<file path="src/rtl/fresh_sched_pkg.sv">
// fresh_sched_pkg: shared FSM encoding and ID sizing helper for the fresh-bit poll scheduler
package fresh_sched_pkg;
  typedef enum logic [1:0] {IDLE, PRESENT, ACK} state_t;
  function automatic int id_width(input int n);
    return (n > 1) ? $clog2(n) : 1;
  endfunction
endpackage

</file>
<file path="src/rtl/fresh_poll_sched_rr_pick.sv">
// rr_pick: combinational round-robin finder, first set bit of req at or after last_id+1 (wrapping)
// Ports: req (request vector), last_id (previous winner), sel (chosen index), any (req nonzero)
module rr_pick import fresh_sched_pkg::*; #(
  parameter int N = 8,
  localparam int W = id_width(N)
) (
  input  logic [N-1:0] req,
  input  logic [W-1:0] last_id,
  output logic [W-1:0] sel,
  output logic         any
);
  // Scanning from the farthest offset down lets the nearest hit win.
  always_comb begin
    sel = '0;
    for (int k = N; k >= 1; k--)
      if (req[W'((int'(last_id) + k) % N)]) sel = W'((int'(last_id) + k) % N);
  end
  assign any = |req;
endmodule

</file>
<file path="src/rtl/fresh_poll_sched.sv">
// fresh_poll_sched: round-robin scheduler turning axi_slave fresh bits into one valid/ready stream
// Ports: clk, rst (sync active-high); fresh_bits/rtl_rd_out/poll_mask from the slave side;
//   rtl_rdy per-ID acknowledge back to the slave; out_valid/out_ready/out_id/out_data stream;
//   ack_err sticky ACK-timeout flag. Optional FRESH_POLL_STATS_EN adds served_cnt (handshake count).
`ifndef MEM_SIZE
`define MEM_SIZE 8
`endif
`ifndef WD_DATA_WIDTH
`define WD_DATA_WIDTH 32
`endif
module fresh_poll_sched import fresh_sched_pkg::*; #(
  parameter int MEM_SIZE    = `MEM_SIZE,
  parameter int DATA_WIDTH  = `WD_DATA_WIDTH,
  parameter int ACK_TIMEOUT = 8,
  localparam int IW = id_width(MEM_SIZE)
) (
  input  logic                                 clk,
  input  logic                                 rst,
  input  logic [MEM_SIZE-1:0]                  fresh_bits,
  input  logic [MEM_SIZE-1:0][DATA_WIDTH-1:0]  rtl_rd_out,
  input  logic [MEM_SIZE-1:0]                  poll_mask,
  output logic [MEM_SIZE-1:0]                  rtl_rdy,
  output logic                                 out_valid,
  input  logic                                 out_ready,
  output logic [IW-1:0]                        out_id,
  output logic [DATA_WIDTH-1:0]                out_data,
  output logic                                 ack_err
`ifdef FRESH_POLL_STATS_EN
  ,
  output logic [31:0]                          served_cnt
`endif
);
  localparam int TW = id_width(ACK_TIMEOUT) + 1;
  state_t                state;
  logic [IW-1:0]         cur_id, last_id, sel;
  logic [TW-1:0]         timer;
  logic                  any;
  logic [MEM_SIZE-1:0]   cur_hot;
  rr_pick #(.N(MEM_SIZE)) u_pick (
    .req     (fresh_bits & poll_mask),
    .last_id (last_id),
    .sel     (sel),
    .any     (any)
  );
  assign cur_hot = MEM_SIZE'(1) << cur_id;
  // The owned ID's rtl_rdy is FSM-driven while in PRESENT/ACK; every other bit follows ~poll_mask.
  always_ff @(posedge clk) begin
    if (rst) begin
      state     <= IDLE;
      out_valid <= 1'b0;
      out_id    <= '0;
      out_data  <= '0;
      rtl_rdy   <= '0;
      ack_err   <= 1'b0;
      cur_id    <= '0;
      last_id   <= IW'(MEM_SIZE - 1);
      timer     <= '0;
    end else begin
      case (state)
        IDLE: begin
          rtl_rdy <= ~poll_mask;
          if (any) begin
            cur_id    <= sel;
            out_id    <= sel;
            out_data  <= rtl_rd_out[sel];
            out_valid <= 1'b1;
            state     <= PRESENT;
          end
        end
        PRESENT: begin
          rtl_rdy <= out_ready ? (~poll_mask | cur_hot) : (~poll_mask & ~cur_hot);
          if (out_ready) begin
            out_valid <= 1'b0;
            last_id   <= cur_id;
            timer     <= '0;
            state     <= ACK;
          end
        end
        default: begin
          if (!fresh_bits[cur_id] || timer == TW'(ACK_TIMEOUT - 1)) begin
            rtl_rdy <= ~poll_mask & ~cur_hot;
            ack_err <= ack_err | fresh_bits[cur_id];
            state   <= IDLE;
          end else begin
            rtl_rdy <= ~poll_mask | cur_hot;
            timer   <= timer + TW'(1);
          end
        end
      endcase
    end
  end
`ifdef FRESH_POLL_STATS_EN
  always_ff @(posedge clk) begin
    if (rst) served_cnt <= '0;
    else if (state == PRESENT && out_ready) served_cnt <= served_cnt + 32'd1;
  end
`endif
endmodule

</file>
<file path="config.mk">
export PLATFORM = sky130hd
export DESIGN_NAME = fresh_poll_sched
export DESIGN_NICKNAME = d
export VERILOG_FILES = /design/src/rtl/fresh_sched_pkg.sv /design/src/rtl/fresh_poll_sched_rr_pick.sv /design/src/rtl/fresh_poll_sched.sv
export SDC_FILE = /design/constraint.sdc
export NUM_CORES = 1
export LEC_CHECK = 0
export ABC_AREA = 1
export ABC_CLOCK_PERIOD_IN_PS = 4120
export BUFFER_PORTS_ARGS = -buffer_cell sky130_fd_sc_hd__buf_2
export CAP_MARGIN = 20
export CELL_PAD_IN_SITES_DETAIL_PLACEMENT = 0
export CELL_PAD_IN_SITES_GLOBAL_PLACEMENT = 1
export CORE_AREA = 2 2 138 140
export DETAILED_ROUTE_END_ITERATION = 8
export DIE_AREA = 0 0 140 142
export PLACE_DENSITY_LB_ADDON = 0.1
export SYNTH_ARGS = -nofsm -noshare
export SYNTH_HDL_FRONTEND = slang
export SYNTH_SLANG_ARGS = --single-unit
</file>
<file path="constraint.sdc">
create_clock -name clk -period 4.12 [get_ports clk]
set_clock_uncertainty 0.1 [all_clocks]
set_input_delay 0.206 -clock clk [delete_from_list [all_inputs] [get_ports clk]]
set_output_delay 0.206 -clock clk [all_outputs]
set_load 0.02 [all_outputs]
</file>
==> results.md <==
- The reported leakage power is 4.03 nW.
- The post-synth net total is 1,259.
- The internal portion of total power is 0.00245 W.
- The maximum fanout along the worst path is 128.
- The congestion estimate from routability-driven global placement came to 0.887.
- The area growth from synthesis to layout is 34.4%.
- The total I/O pin count is 320.
- The checks that failed: design-rule violations.
- The first-pass detailed-route iteration total is 9.
- The startpoint kind of the worst setup timing path is a flip-flop.
- The total power per unit cell area is 782 nW/um^2.
- The number of nets still failing antenna checks after routing is 0.
- The via count of the first global-routing pass is 6,825.
- The final standard cell area without fillers is 7280 um^2.
- The worst path needs 3.55 ns of the cycle, external delays included.
- The initial core utilization is 29.4%.
- The share of synthesized area in the top cell type comes to 37.0%.
- After layout, the worst path uses 86.2% of the clock period.
- For this run, the post-layout net count is 1,524.
- The maximum number of buffers from clock root to sink is 2.
- Detailed placement ended at an HPWL of 17,900 um.
- Across every metal layer, demand over resource in global routing totals 23.0%.
- The sequential cell area fraction in the yosys report is 19.9%.
- The fraction of layout instances using a drive strength above 1 is 29.2%.
- The instance area at placement is 7120 um^2.
- The slowest library cell on the worst path is sky130_fd_sc_hd__dfxtp_1.
- Averaged over all synthesized cells, the footprint is 5.53 um^2.
- In this run the power spent charging and discharging nets is 0.00325 W.
- The synthesized instance count is 981.
- The share of the synthesized area in compound gates (AO/OA/AOI/OAI) is 5.49%.
- For the final routed database, the setup TNS stands at 0 ns.
- TritonCTS built the clock tree.
- The routed design has 24,000 um of wire.
- The fraction of power consumed by the clock network is 8.2%.
- Across all layers, the routed design uses 7,450 vias.
- The critical path's most frequent cell is sky130_fd_sc_hd__nand2_1.
- The critical setup path kind is reg -> reg.
- Data on the critical path arrives at its endpoint at 3.71 ns.
- The core region area is 18,500 um^2.
- In this run the tool buffered the top-level ports with 319 buffer cells.
- The number of placement rows is 50.
- Measured along the y axis, the die boundary spans 142 um.
- The worst-case IR drop observed on VDD is 0.463 mV.
- The adder-cell share of the synthesized area is 0.693%.
- After the first detailed-routing iteration, the DRC count stood at 520.
- The post-synth design cell area is 5420 um^2.
- Across the run, the number of max-cap violations was 0.
- The switching part of the total is 57.0%.
- After detailed routing, the average wire length per cell comes to 16.2 um.
- The actual transition at the worst max-transition pin is 0.729 ns.
- The root buffer cell is sky130_fd_sc_hd__clkbuf_16.
- Measured against its own limit, the worst slew margin works out to 51.4%.
- Once the clock tree was built, the setup fixing pass inserted 0 buffers.
- The sequential power share is 14.5%.
- The first global-routing pass estimated 36,500 um of wire.
- Measured against the total synthesized area, the mux share comes to 0%.
- The post-synthesis share of cell area spent on xor and xnor gates is 0.646%.
- The number of antenna violations at the first check in global routing is 2.
- The die width is 140 um.
- Setup repair after global routing left no endpoint under its margin.
- Clock-pin slew was measured on the worst setup and hold paths at 0.08 ns.
- Entering global routing, the biggest net connects 129 pins.
- The cell taking the most area after synthesis is sky130_fd_sc_hd__nand3_1.
- The warning count from the yosys run is 0.
- Timing would allow up to 0.282 GHz.
- Setup violations remaining at the end of the flow were counted as 0.
- The number of design rule violations left after detail routing is 15.
- Traced cell by cell, the critical path runs through inv_2, ha_1, inv_1, nand3_1, nand3_1, nand2_1, inv_2, nand2_1, nand2_1, nand2_1, nand2_1, nand2_1, nand2_4, buf_12, nand3_1, nand3_1, nand3_1, nand3_1, nand2_1, inv_1.
- The largest stage delay on the critical path is 0.54 ns.
- Post-CTS repair changed the size of 0 cells.
- The number of different library cells in the post-synthesis netlist is 30.
- After synthesis, the largest family of logic cells by area is simple AND/OR/NAND/NOR gates.
- In this run the worst hold path is classified as in -> reg.
- The run finished, with violations left.
- The count of fill cells added during filler insertion is 2,126.
- The part of the total power dissipated in combinational logic is 77.3%.
- The final-report hold violation count is 0.
- The total die area is 19,900 um^2.
- Power comes to 0.00570 W.
- The count of H-tree levels built during CTS is 2.
- The total clock buffers created by CTS is 5.
- After clock tree synthesis, the flow added hold-fix buffers numbering 0.
- In the routed layout, each cell is associated on average with a via count of 5.02.
- The data required time at the worst endpoint is 4.28 ns.
- The overflow left after global routing is 0.
- The insertion delay of the later-clocked pin in the worst-skew pair is 0.31 ns.
- The CTS sink count is 54.
- In this run, synthesis produced a sequential element count of 54.
- By area the synthesized netlist is led by sky130_fd_sc_hd__nand3_1, sky130_fd_sc_hd__dfxtp_1, sky130_fd_sc_hd__nand2_1, sky130_fd_sc_hd__nor2_1, sky130_fd_sc_hd__inv_1.
- The worst setup path is captured at a flip-flop.
- The final number of max-transition violations is 0.
- The synthesized netlist devotes 60.4% of its cell area to simple gates.
-- path summary, 6_finish.rpt --
kind                 from      endpoint  slack (ns)  depth (start not counted)
max            last_id[0]  out_data[25]        0.57                         20
min          poll_mask[0]    rtl_rdy[0]        0.12                          3
max reg2reg    last_id[0]  out_data[25]        0.57                         20
min reg2reg      timer[1]      timer[1]        0.39                          2
-- cell families (layout without fill, tap and decap cells) --
kind of cell,after synthesis,count (layout)
AO/OA/AOI/OAI,47,47
XOR/XNOR,4,4
adder cells (fa/ha/maj),3,3
buffers and inverters,153,419
flip-flops,54,54
other,0,2
AND/OR/NAND/NOR,720,720
-- flip-flops by register name, indices dropped and copies added, names as in the netlist --
register,count
rtl_rdy,8
cur_id,3
last_id,3
out_valid,1
out_data,32
ack_err,1
timer,4
state,2
-- critical path: cells and delay by family, from the launching register on --
kind                     cells  cell delay (ns)
adder cells (fa/ha/maj)      1             0.43
buffers and inverters        5             0.87
flip-flops                   1             0.54
AND/OR/NAND/NOR             14             1.31
-- area by class of cell --
cell class	instances	area (um^2)	share of cell area, %
diodes	2	5.00	0.0687
clock buffers	5	125	1.72
clock inverters	3	28.8	0.395
inverters	76	285	3.92
multi-input cells	774	3660	50.3
flip-flops and latches	54	1080	14.8
well taps	234	293	4.02
repair buffers	335	1800	24.8
-- synth_stat cells --
library cell	number
sky130_fd_sc_hd__nand3_1	401
sky130_fd_sc_hd__nand2_1	217
sky130_fd_sc_hd__nor2_1	84
sky130_fd_sc_hd__inv_1	69
sky130_fd_sc_hd__dfxtp_1	54
sky130_fd_sc_hd__buf_2	43
sky130_fd_sc_hd__a21oi_1	22
sky130_fd_sc_hd__clkbuf_1	13
sky130_fd_sc_hd__buf_4	12
sky130_fd_sc_hd__nand3_2	7
sky130_fd_sc_hd__buf_1	6
sky130_fd_sc_hd__inv_2	6
sky130_fd_sc_hd__nand2_2	6
sky130_fd_sc_hd__o21bai_1	6
sky130_fd_sc_hd__a22oi_1	4
sky130_fd_sc_hd__o21ai_0	4
sky130_fd_sc_hd__buf_6	3
sky130_fd_sc_hd__ha_1	3
sky130_fd_sc_hd__nor3_1	3
sky130_fd_sc_hd__o211ai_1	3
sky130_fd_sc_hd__xnor2_1	3
sky130_fd_sc_hd__a211oi_1	2
sky130_fd_sc_hd__a221oi_1	2
sky130_fd_sc_hd__o31ai_1	2
sky130_fd_sc_hd__a21oi_4	1
sky130_fd_sc_hd__and3_1	1
sky130_fd_sc_hd__clkinv_1	1
sky130_fd_sc_hd__nand3b_1	1
sky130_fd_sc_hd__o22ai_1	1
sky130_fd_sc_hd__xor2_1	1
-- power by group through the flow --
| stage | logic [W] | clock network (W) | registers [W] |
|---|---|---|---|
| after global placement | 0.00447 | 0 | 0.000830 |
| after global routing | 0.00498 | 0.000507 | 0.000854 |
| after CTS | 0.00449 | 0.000487 | 0.000829 |
| after floorplan | 0.00300 | 0 | 0.00105 |
| after detailed placement | 0.00447 | 0 | 0.000838 |
| final | 0.00440 | 0.000466 | 0.000827 |
-- routing by layer --
layer  vias up  global-route usage (%)  part of all wire, %
met5         -                       0                    0
met4         0                    7.02                  1.9
met2       276                    39.5                   48
li1       3814                       -                    -
met1      3336                    28.9                   42
met3        24                    5.25                  7.8
-- through the flow --
stage | hold slack, ns | cells | utilization (%) | setup slack (ns)
after floorplan | 0.293 | 981 | - | 1.41
after global placement | 0.365 | 1473 | 38.6 | 0.656
after detailed placement | 0.377 | 1473 | 38.6 | 0.571
after CTS | 0.114 | 1481 | 39.4 | 0.557
after global routing | 0.115 | 1483 | 39.5 | 0.182
final | 0.124 | 1483 | 39.5 | 0.569
-- layout by cell type (no fill, tap or decap), drive strengths merged --
master	n
a211oi	2
a21oi	23
a221oi	2
a22oi	4
and3	1
buf	335
clkbuf	5
clkinv	2
dfxtp	54
diode	2
ha	3
inv	77
nand2	223
nand3	408
nand3b	1
nor2	84
nor3	3
o211ai	3
o21ai	4
o21bai	6
o22ai	1
o31ai	2
xnor2	3
xor2	1
Note: power is estimated with default switching activity, not from simulation.
